### config.mk
export PLATFORM = sky130hd
export DESIGN_NAME = cam_link
export DESIGN_NICKNAME = d
export VERILOG_FILES = /design/src/rtl/cam_pkg.sv /design/src/rtl/cam_sck_sync.sv /design/src/rtl/cam_link.sv
export SDC_FILE = /design/constraint.sdc
export NUM_CORES = 1
export LEC_CHECK = 0
export CORE_MARGIN = 5
export CORE_UTILIZATION = 31
export CTS_BUF_LIST = sky130_fd_sc_hd__clkbuf_2 sky130_fd_sc_hd__clkbuf_4 sky130_fd_sc_hd__clkbuf_8
export CTS_CLUSTER_DIAMETER = 40
export DETAILED_ROUTE_END_ITERATION = 7
export PLACE_DENSITY = 0.59
export RECOVER_POWER = 50
export SETUP_SLACK_MARGIN = 0.1
export SYNTH_ARGS = -nofsm -noshare
export SYNTH_HDL_FRONTEND = slang
export SYNTH_SLANG_ARGS = --single-unit
### constraint.sdc
create_clock -name clk -period 3.5 [get_ports clk]
set_clock_uncertainty 0.1 [all_clocks]
set_input_delay 0.7 -clock clk [delete_from_list [all_inputs] [get_ports clk]]
set_output_delay 0.7 -clock clk [all_outputs]
set_load 0.02 [all_outputs]
### src/rtl/cam_pkg.sv
`default_nettype none
// +--------------------------------------------------------------------------+
// | cam_pkg: shared constants, FSM state type and XOR helper for cam_link    |
// | Rev 1.0                                                                  |
// +--------------------------------------------------------------------------+
package cam_pkg;

  localparam logic [7:0] STX        = 8'h02;
  localparam logic [7:0] ETX        = 8'h03;

  localparam logic [7:0] ST_OK      = 8'h02;
  localparam logic [7:0] ST_FRAME   = 8'h15;
  localparam logic [7:0] ST_CS      = 8'h16;
  localparam logic [7:0] ST_TIMEOUT = 8'h17;

  localparam int MAX_MSG_BYTES = 64;
  localparam int XOR_BITS      = 8 * MAX_MSG_BYTES;

  typedef enum logic [2:0] {
    S_RX_IDLE  = 3'd0,
    S_RX_BITS  = 3'd1,
    S_CHECK    = 3'd2,
    S_DISPATCH = 3'd3,
    S_BUILD    = 3'd4,
    S_TX       = 3'd5
  } cam_state_t;

  // Byte indices count from the least significant byte of v (index 0 = v[7:0]).
  function automatic logic [7:0] xor_bytes(input logic [XOR_BITS-1:0] v,
                                           input int lo, input int hi);
    logic [7:0] acc;
    acc = '0;
    for (int i = 0; i < MAX_MSG_BYTES; i++) begin
      if (i >= lo && i <= hi) acc = acc ^ v[8*i +: 8];
    end
    return acc;
  endfunction

endpackage
`default_nettype wire

### src/rtl/cam_sck_sync.sv
`default_nettype none
// +--------------------------------------------------------------------------+
// | cam_sck_sync: SCK/DIN synchroniser with SCK rise/fall pulse detection    |
// | Rev 1.0                                                                  |
// +--------------------------------------------------------------------------+
module cam_sck_sync #(
  parameter int SYNC_STAGES = 2
) (
  input  logic clk,
  input  logic n_reset,
  input  logic i_sck,
  input  logic i_din,
  output logic o_sck_rise,
  output logic o_sck_fall,
  output logic o_din
);

  logic [SYNC_STAGES-1:0] r_sck_sync;
  logic [SYNC_STAGES-1:0] r_din_sync;
  logic                   r_sck_d;

  always_ff @(posedge clk) begin
    if (!n_reset) begin
      r_sck_sync <= '0;
      r_din_sync <= '0;
      r_sck_d    <= 1'b0;
    end else begin
      r_sck_sync <= {r_sck_sync[SYNC_STAGES-2:0], i_sck};
      r_din_sync <= {r_din_sync[SYNC_STAGES-2:0], i_din};
      r_sck_d    <= r_sck_sync[SYNC_STAGES-1];
    end
  end

  assign o_sck_rise = r_sck_sync[SYNC_STAGES-1] & ~r_sck_d;
  assign o_sck_fall = ~r_sck_sync[SYNC_STAGES-1] & r_sck_d;
  assign o_din      = r_din_sync[SYNC_STAGES-1];

endmodule
`default_nettype wire

### src/rtl/cam_link.sv
`default_nettype none
// +--------------------------------------------------------------------------+
// | cam_link: host CAM serial-link slave; framed command RX, handler         |
// | dispatch, framed response TX, bit/handler timeouts.       Rev 1.0        |
// +--------------------------------------------------------------------------+
module cam_link
  import cam_pkg::*;
#(
  parameter int ARG_BYTES       = 2,
  parameter int PAY_BYTES       = 2,
  parameter int SYNC_STAGES     = 2,
  parameter int BIT_TIMEOUT     = 1000000,
  parameter int HANDLER_TIMEOUT = 10000000
) (
  input  logic                   clk,
  input  logic                   n_reset,
  input  logic                   sck,
  input  logic                   din,
  output logic                   dout,
  output logic                   rdy,
  output logic                   cmd_valid,
  output logic [7:0]             cmd_opcode,
  output logic [8*ARG_BYTES-1:0] cmd_arg,
  output logic [8*PAY_BYTES-1:0] cmd_pay,
  input  logic                   cmd_done,
  input  logic [8*PAY_BYTES-1:0] rsp_pay,
  input  logic                   rsp_pay_valid,
  output logic                   err_pulse,
  output logic [7:0]             err_count
);

  localparam int MSG_BYTES = 4 + ARG_BYTES + PAY_BYTES;
  localparam int MSG_BITS  = 8 * MSG_BYTES;
  localparam int CW        = $clog2(MSG_BITS + 1);
  localparam int MAX_TO    = (BIT_TIMEOUT > HANDLER_TIMEOUT) ? BIT_TIMEOUT : HANDLER_TIMEOUT;
  localparam int TW        = $clog2(MAX_TO + 1);
  localparam int ARG_LSB   = MSG_BITS - 16 - 8*ARG_BYTES;

  localparam logic [CW-1:0] CNT_FULL    = CW'(MSG_BITS);
  localparam logic [TW-1:0] BIT_TO_VAL  = TW'(BIT_TIMEOUT);
  localparam logic [TW-1:0] HND_TO_LAST = TW'(HANDLER_TIMEOUT - 1);

  logic w_sck_rise;
  logic w_sck_fall;
  logic w_din;

  cam_state_t r_state;
  cam_state_t w_state_nxt;

  logic [CW-1:0]          r_cnt;
  logic [TW-1:0]          r_bit_tmr;
  logic [TW-1:0]          r_hnd_tmr;
  logic [MSG_BITS-1:0]    r_frame;
  logic [MSG_BITS-1:0]    r_tx;
  logic [8*PAY_BYTES-1:0] r_pay;
  logic [7:0]             r_status;
  logic                   r_dout;
  logic                   r_err_pulse;
  logic [7:0]             r_err_count;

  logic                   w_frame_ok;
  logic                   w_cs_ok;
  logic                   w_edge;
  logic                   w_bit_active;
  logic                   w_bit_to;
  logic                   w_hnd_to;
  logic                   w_err;
  logic [MSG_BITS-17:0]   w_rsp_body;
  logic [7:0]             w_rsp_cs;

  cam_sck_sync #(
    .SYNC_STAGES (SYNC_STAGES)
  ) u_sync (
    .clk        (clk),
    .n_reset    (n_reset),
    .i_sck      (sck),
    .i_din      (din),
    .o_sck_rise (w_sck_rise),
    .o_sck_fall (w_sck_fall),
    .o_din      (w_din)
  );

  // Frame byte 0 sits in the MS byte; checksum and ETX are the two LS bytes.
  assign w_frame_ok = (r_frame[MSG_BITS-1 -: 8] == STX) && (r_frame[7:0] == ETX);
  assign w_cs_ok    = (xor_bytes(XOR_BITS'(r_frame), 2, MSG_BYTES-2) == r_frame[15:8]);

  assign w_rsp_body = {r_status, r_frame[MSG_BITS-9 : ARG_LSB], r_pay};
  assign w_rsp_cs   = xor_bytes(XOR_BITS'(w_rsp_body), 0, MSG_BYTES-4);

  assign w_edge       = w_sck_rise | w_sck_fall;
  assign w_bit_active = (r_state == S_RX_BITS) || (r_state == S_TX);
  assign w_bit_to     = w_bit_active && (r_bit_tmr == BIT_TO_VAL);
  assign w_hnd_to     = (r_state == S_DISPATCH) && !cmd_done && (r_hnd_tmr == HND_TO_LAST);
  assign w_err        = ((r_state == S_CHECK) && !(w_frame_ok && w_cs_ok)) || w_hnd_to || w_bit_to;

  always_ff @(posedge clk) begin
    if (!n_reset) r_state <= S_RX_IDLE;
    else          r_state <= w_state_nxt;
  end

  always_comb begin
    w_state_nxt = r_state;
    case (r_state)
      S_RX_IDLE:  if (w_sck_rise) w_state_nxt = S_RX_BITS;
      S_RX_BITS: begin
        if (w_bit_to)                             w_state_nxt = S_RX_IDLE;
        else if (w_sck_fall && r_cnt == CNT_FULL) w_state_nxt = S_CHECK;
      end
      S_CHECK:    w_state_nxt = (w_frame_ok && w_cs_ok) ? S_DISPATCH : S_BUILD;
      S_DISPATCH: if (cmd_done || w_hnd_to) w_state_nxt = S_BUILD;
      S_BUILD:    w_state_nxt = S_TX;
      S_TX: begin
        if (w_bit_to)                             w_state_nxt = S_RX_IDLE;
        else if (w_sck_fall && r_cnt == CNT_FULL) w_state_nxt = S_RX_IDLE;
      end
      default:    w_state_nxt = S_RX_IDLE;
    endcase
  end

  always_ff @(posedge clk) begin
    if (!n_reset) begin
      r_cnt       <= '0;
      r_bit_tmr   <= '0;
      r_hnd_tmr   <= '0;
      r_frame     <= '0;
      r_tx        <= '0;
      r_pay       <= '0;
      r_status    <= ST_OK;
      r_dout      <= 1'b0;
      r_err_pulse <= 1'b0;
      r_err_count <= '0;
    end else begin
      r_err_pulse <= w_err;
      if (w_err && r_err_count != 8'hFF) r_err_count <= r_err_count + 8'd1;

      if (w_edge || !w_bit_active || w_bit_to) r_bit_tmr <= '0;
      else                                     r_bit_tmr <= r_bit_tmr + TW'(1);

      if (r_state == S_DISPATCH) r_hnd_tmr <= r_hnd_tmr + TW'(1);
      else                       r_hnd_tmr <= '0;

      case (r_state)
        S_RX_IDLE, S_RX_BITS: begin
          if (w_bit_to) begin
            r_cnt <= '0;
          end else if (w_sck_rise && r_cnt != CNT_FULL) begin
            r_frame <= {r_frame[MSG_BITS-2:0], w_din};
            r_cnt   <= r_cnt + CW'(1);
          end else if (w_sck_fall && r_cnt == CNT_FULL) begin
            r_cnt <= '0;
          end
        end
        S_CHECK: begin
          r_pay <= r_frame[ARG_LSB-1 -: 8*PAY_BYTES];
          if (!w_frame_ok)   r_status <= ST_FRAME;
          else if (!w_cs_ok) r_status <= ST_CS;
          else               r_status <= ST_OK;
        end
        S_DISPATCH: begin
          // A completion in the same cycle as the timeout still counts as done.
          if (cmd_done) begin
            if (rsp_pay_valid) r_pay <= rsp_pay;
          end else if (w_hnd_to) begin
            r_status <= ST_TIMEOUT;
          end
        end
        S_BUILD: begin
          r_tx  <= {w_rsp_body, w_rsp_cs, ETX};
          r_cnt <= '0;
        end
        S_TX: begin
          if (w_bit_to) begin
            r_cnt  <= '0;
            r_dout <= 1'b0;
          end else if (w_sck_rise && r_cnt != CNT_FULL) begin
            r_dout <= r_tx[MSG_BITS-1];
            r_tx   <= {r_tx[MSG_BITS-2:0], 1'b0};
            r_cnt  <= r_cnt + CW'(1);
          end else if (w_sck_fall && r_cnt == CNT_FULL) begin
            r_dout <= 1'b0;
            r_cnt  <= '0;
          end
        end
        default: ;
      endcase
    end
  end

  assign dout       = r_dout;
  assign rdy        = (r_state == S_TX);
  assign cmd_valid  = (r_state == S_DISPATCH);
  assign cmd_opcode = r_frame[MSG_BITS-9 -: 8];
  assign cmd_arg    = r_frame[MSG_BITS-17 -: 8*ARG_BYTES];
  assign cmd_pay    = r_frame[ARG_LSB-1 -: 8*PAY_BYTES];
  assign err_pulse  = r_err_pulse;
  assign err_count  = r_err_count;

endmodule
`default_nettype wire

* After elaboration in Yosys (flattened, before gate mapping)
Cells that the tools add are included.
** Cells by class
- Add/sub/neg operators :: 4
- Equality and inequality tests :: 24
- Bitwise operators :: 15
- Reduce and logical (&&, ||, !) cells :: 34
- Muxes and demuxes :: 26
** Operator list (count)
- two-way mux 64 bit :: 2
- one-hot mux 64 bit (2 select lines) :: 1
- XOR 8 bit :: 8
- adder 24 x 1 -> 24 bit, second input constant :: 2
- two-way mux 16 bit :: 2
- one-hot mux 16 bit (2 select lines) :: 1
- == test 24 x 20 -> 1 bit, second input constant :: 1
- == test 24 bit, second input constant :: 1
- two-way mux 3 bit :: 7
- two-way mux 7 bit :: 3
- one-hot mux 3 bit (6 select lines) :: 1
- == test 8 x 2 -> 1 bit, second input constant :: 2
- two-way mux 8 bit :: 2
- one-hot mux 8 bit (2 select lines) :: 1
- one-hot mux 7 bit (2 select lines) :: 1
- AND reduction 3 bit :: 4
- two-way mux 5 bit :: 2
- inequality test 2 x 1 -> 1 bit, second input constant :: 5
- logical AND 1 bit :: 9
- adder 8 x 1 -> 8 bit, second input constant :: 1
- == test 8 bit :: 1
- inequality test 8 bit, second input constant :: 1
- adder 7 x 1 -> 7 bit, second input constant :: 1
- == test 7 bit, second input constant :: 1
- 21 further kinds :: 43
** Storage, ports and cells
- Word-level logic and storage cells :: 117
- Bits of input ports :: 22
- Bits in registers :: 225

* Depth between registers and ports, before layout
- Depth in word-level cells :: 11
- Mapped depth :: 12
- Depth with buffers taken out :: 9

* Modules after synthesis
From an unflattened synthesis, not the netlist that was laid out.
** Second synthesis, totals
- Cell total of the unflattened synthesis :: 1202
- Area total of the unflattened synthesis :: 9849.4 um^2
** By module, submodules not included
- cam_link :: cells an instance 1190, seq. area each 4304.1 um^2, times used 1, area an instance 9705.6 um^2
- cam_sck_sync :: cells an instance 12, seq. area each 100.1 um^2, times used 1, area an instance 143.9 um^2

* Worst setup path before layout
No wires, ideal clock.
- Kind :: register to register
- Start point :: reg r_bit_tmr[0]
- End point :: reg r_frame[4]
- Arrival :: 2.212 ns
- Period minus slack after synthesis :: 2.440 ns
- Data required time :: 3.272 ns
- Buffers on the path :: 2
- Path slack :: 1.060 ns
- Cell stages (with the launch flop) :: 12
- Path through :: dfxtp_1 > inv_1 > ha_1 > nor4b_1 > nand4_1 > nor2_2 > a21oi_1 > nor3b_1 > buf_2 > buf_4 > mux2i_1 > nor2_1
** Between the ends
- Longest elaborated chain between the ends :: 4
** RTL lines
- from (decl) :: line cam_link.sv:51 : logic [TW-1:0] r_bit_tmr;
- from (signal assigned) :: line cam_link.sv:137 : else r_bit_tmr <= r_bit_tmr + TW'(1);
- == test 24 x 20 -> 1 bit :: line cam_link.sv:92 : assign w_bit_to = w_bit_active && (r_bit_tmr == BIT_TO_VAL);
- logical AND 1 bit :: line cam_link.sv:92
- inverter 1 bit (no source line)
- AND reduction 3 bit (no source line)
- to (signal assigned) :: line cam_link.sv:147 : r_frame <= {r_frame[MSG_BITS-2:0], w_din};
- to (decl) :: line cam_link.sv:53 : logic [MSG_BITS-1:0] r_frame;
No other way between the ends.
A chain may end at the register's enable or synchronous reset.

* Worst setup path in the final report
- Start point :: in n_reset
- End point :: reg r_tx[55]
** RTL lines
- from (decl) :: line cam_link.sv:16 : input logic n_reset,
- to (signal assigned) :: line cam_link.sv:168 : r_tx <= {w_rsp_body, w_rsp_cs, ETX};
- to (signal assigned) :: line cam_link.sv:177 : r_tx <= {r_tx[MSG_BITS-2:0], 1'b0};
- to (decl) :: line cam_link.sv:54 : logic [MSG_BITS-1:0] r_tx;
No word-level cell between the ends.

==> results by group <==
Clocking
  – H-tree depth: 2
  – Cts hold-fix bufs: 0
  – CTS root buffer: clkbuf_8
  – Number of clock sinks: 220
  – Reg clk slew, reported paths: 0.06 ns
  – Clock Tree Buf Depth: 3
  – Post-CTS Setup Repair Bufs: 0
  – Worst-Skew Late Latency: 0.54 ns
  – TritonCTS clock tree: done
  – Cts bufs inserted: 42
  – Post-CTS resize count: 0

Logic synthesis
  – Seq/Total Area, Yosys: 44.1%
  – Synthesized Nets: 1,150
  – Syn Area/Cell: 8.91 µm²
  – Top_reg_cell synth: dfxtp_1
  – Yosys Warn Count: 0
  – Cells after Synth: 1,120
  – Ys async rst share: 0%
  – Synth cell types: 54
  – Number of synthesized flops with an enable pin: 0
  – Post-synth top cells: 223 x nor2_1, 220 x dfxtp_1, 127 x nand2_1
  – Synth top area share: 44.1%
  – Synthesized flop and latch total: 220
  – Synth area leader: dfxtp_1
  – Ranking of synthesized cells by area: dfxtp_1 44%, nor2_1 8.4%, mux2i_1 8.2%
  – Area of the mapped netlist: 0.00998 mm²
  – Top-count cell post-synth: nor2_1

GRT
  – Pin count of the biggest net entering global routing: 73
  – Initial antenna violation count: 0
  – Vias in the first global route: 7,223
  – Total grt overflow: 0
  – All-Layer GR Usage: 13.1%
  – First-pass GRT wire length: 38.9 mm

Critical path
  – Endpoint class of the critical path: register
  – Largest delay contributor family on the critical path: buffers and inverters
  – Crit. path cell count: 4
  – Reg2reg path depth: 10
  – CP Cell Sequence: dlygate4sd3_1 -> clkinvlp_2 -> clkbuf_4 -> a311oi_1
  – Startpoint class of the critical path: primary input
  – CP peak stage delay: 1.04 ns
  – Arrival @ worst endpoint: 3.42 ns
  – Worst Setup Path Type: in -> reg
  – Worst path bufs/invs: 3
  – CP Data Required Time: 3.82 ns
  – Crit path max fanout: 48
  – Crit-path slowest cell: clkinvlp_2

Die
  – Initial Util: 31.5%
  – Core box area: 0.0316 mm²
  – Die Span X: 189 µm
  – Die height: 189 µm
  – Standard-cell rows: 65
  – IO Count: 74
  – Full die area: 0.0359 mm²

Routing
  – DRC Markers: 0
  – Wire per inst: 15.2 µm
  – Antenna viol nets, final: 0
  – Vias per cell: 4.91
  – Routed wire length: 24.1 mm
  – Via count: 7,784
  – DRT iter0 DRCs: 500
  – First-pass DRT Iterations: 5

Final layout
  – Final Non-Filler Cells: 1,584
  – Diode count: 0
  – Layout Nets: 1,185
  – Layout cells sized above 1: 8.71%
  – Synth-to-layout area growth: 17.7%

Status
  – Status: finished clean

Min path
  – Hold crit path type: reg -> reg
  – Worst hold path depth: 1

Pwr
  – Worst VDD drop: 0.212 mV
  – Clock power share: 50.5%
  – Int Pwr: 4.21 mW
  – Comb power frac: 2.7%
  – Sequential Power Share: 46.8%
  – Pwr Density: 459 mW/mm²
  – Sw Ratio: 22.0%
  – Sw Pwr: 1.19 mW
  – Leakage: 3.93 nW

Timing
  – Final period util: 88.6%
  – Slew @ Worst Pin: 1.29 ns
  – Slew Limit Headroom: 13.4%
  – Fmax: 322 MHz
  – Sum Neg Setup Slack: 0 ns
  – # setup viols final: 0
  – Slew Limit Fails: 0
  – Final Hold Viols: 0
  – RSZ-0062 raised after global routing: false
  – Final worst path period need: 3.10 ns

Placement
  – IO Port Bufs: 73
  – Inst Count DP: 1,513
  – DP HPWL: 16.2 mm
  – GPL Wtd Cong: 0.786

Job
  – Max Cap Viol: 0
sequential cells by signal, summed over array words and instances (netlist names):
register           flops
dout                   1
err_count              8
err_pulse              1
r_bit_tmr             24
r_cnt                  7
r_frame               64
r_hnd_tmr             24
r_pay                 16
r_state                3
r_status               3
r_tx                  64
u_sync.r_din_sync      2
u_sync.r_sck_d         1
u_sync.r_sck_sync      2
cell type report:
| cell class | count | area [µm²] |
|---|---|---|
| Timing Repair Buffer | 94 | 913 |
| Clock buffer | 59 | 762 |
| Tap cell | 402 | 503 |
| Inverter | 20 | 76.3 |
| Sequential cell | 220 | 4400 |
| Clock inverter | 12 | 154 |
| Fill cell | 3163 | 19900 |
| Multi-Input combinational cell | 777 | 4940 |
power by group through the flow:
stage / logic [mW] / registers, mW / clock network (mW)
2_1_floorplan: 0.0952 / 2.57 / 0
3_3_place_gp: 0.152 / 2.58 / 0
3_5_place_dp: 0.151 / 2.58 / 0
4_1_cts: 0.152 / 2.52 / 2.79
5_1_grt: 0.160 / 2.52 / 2.91
6_report: 0.147 / 2.52 / 2.72
logic make-up after synthesis:
family	Yosys count	share of synthesized area [%]
XOR/XNOR	92	10.0
AND/OR/NAND/NOR	477	21.1
buffers and inverters	123	6.53
flip-flops	220	44.1
adder cells (fa/ha/maj)	8	1.00
AO/OA/AOI/OAI	118	9.00
multiplexers	82	8.22
layer usage:
layer / global-route usage, % / share of wire (%) / routed length (µm) / up-vias
li1: - / - / - / 3886
met1: 18.3 / 48 / 11500 / 3679
met2: 20.6 / 45 / 10800 / 182
met3: 2.95 / 5.6 / 1350 / 37
met4: 3.48 / 1.7 / 416 / 0
met5: 0 / 0 / 0 / -
path summary, 6_finish.rpt:
path	startpoint	end	slack [ns]
max	n_reset	r_tx[55]	0.40
min	u_sync.r_din_sync[0]	u_sync.r_din_sync[1]	0.34
min reg2reg	u_sync.r_din_sync[0]	u_sync.r_din_sync[1]	0.34
max reg2reg	r_bit_tmr[0]	r_tx[29]	0.54
worst register-to-register path, stage by stage, from the launching register on:
cell      delay [ns]
dfxtp_1         0.40
inv_1           0.07
ha_1            0.20
nor4b_1         0.14
nand4_1         0.12
nor2_1          0.14
a21oi_1         0.41
o211a_4         0.62
buf_12          0.32
nor2_1          0.07
a311oi_1        0.26
layout by cell type (no fill, tap or decap), types with 3 or more instances in the layout:
cell / n
and4_1: 5
or4_1: 5
buf_4: 13
o31ai_1: 3
mux2i_1: 82
and3_1: 8
dlygate4sd3_1: 51
a311oi_1: 42
xor2_1: 32
dfxtp_1: 220
xnor2_1: 46
clkinv_2: 3
clkinvlp_4: 3
nor4bb_1: 4
nand4_1: 15
o21ai_1: 6
inv_1: 17
nand3_1: 39
nand2b_1: 5
clkbuf_8: 51
o21ai_0: 3
nor3_1: 18
clkdlybuf4s50_1: 22
nor2_1: 223
a211oi_1: 27
o41ai_1: 4
ha_1: 8
nand2_1: 127
xnor3_1: 14
nor4_1: 6
buf_12: 3
nor4b_1: 7
bufinv_16: 3
clkbuf_4: 9
a21oi_1: 19
and2_1: 6
through the flow:
step | cell area [µm²] | util, % | setup WS (ns) | hold WS (ns) | power (mW)
after floorplan | 9980 | - | 1.06 | 0.312 | 2.67
after global placement | 10900 | 34.3 | 0.686 | 0.316 | 2.73
after detailed placement | 10900 | 34.3 | 0.596 | 0.319 | 2.73
after CTS | 11800 | 37.2 | 0.498 | 0.332 | 5.47
after global routing | 11700 | 37.1 | 0.195 | 0.352 | 5.60
final | 11700 | 37.1 | 0.397 | 0.337 | 5.39
Note: power is estimated with default switching activity, not from simulation.
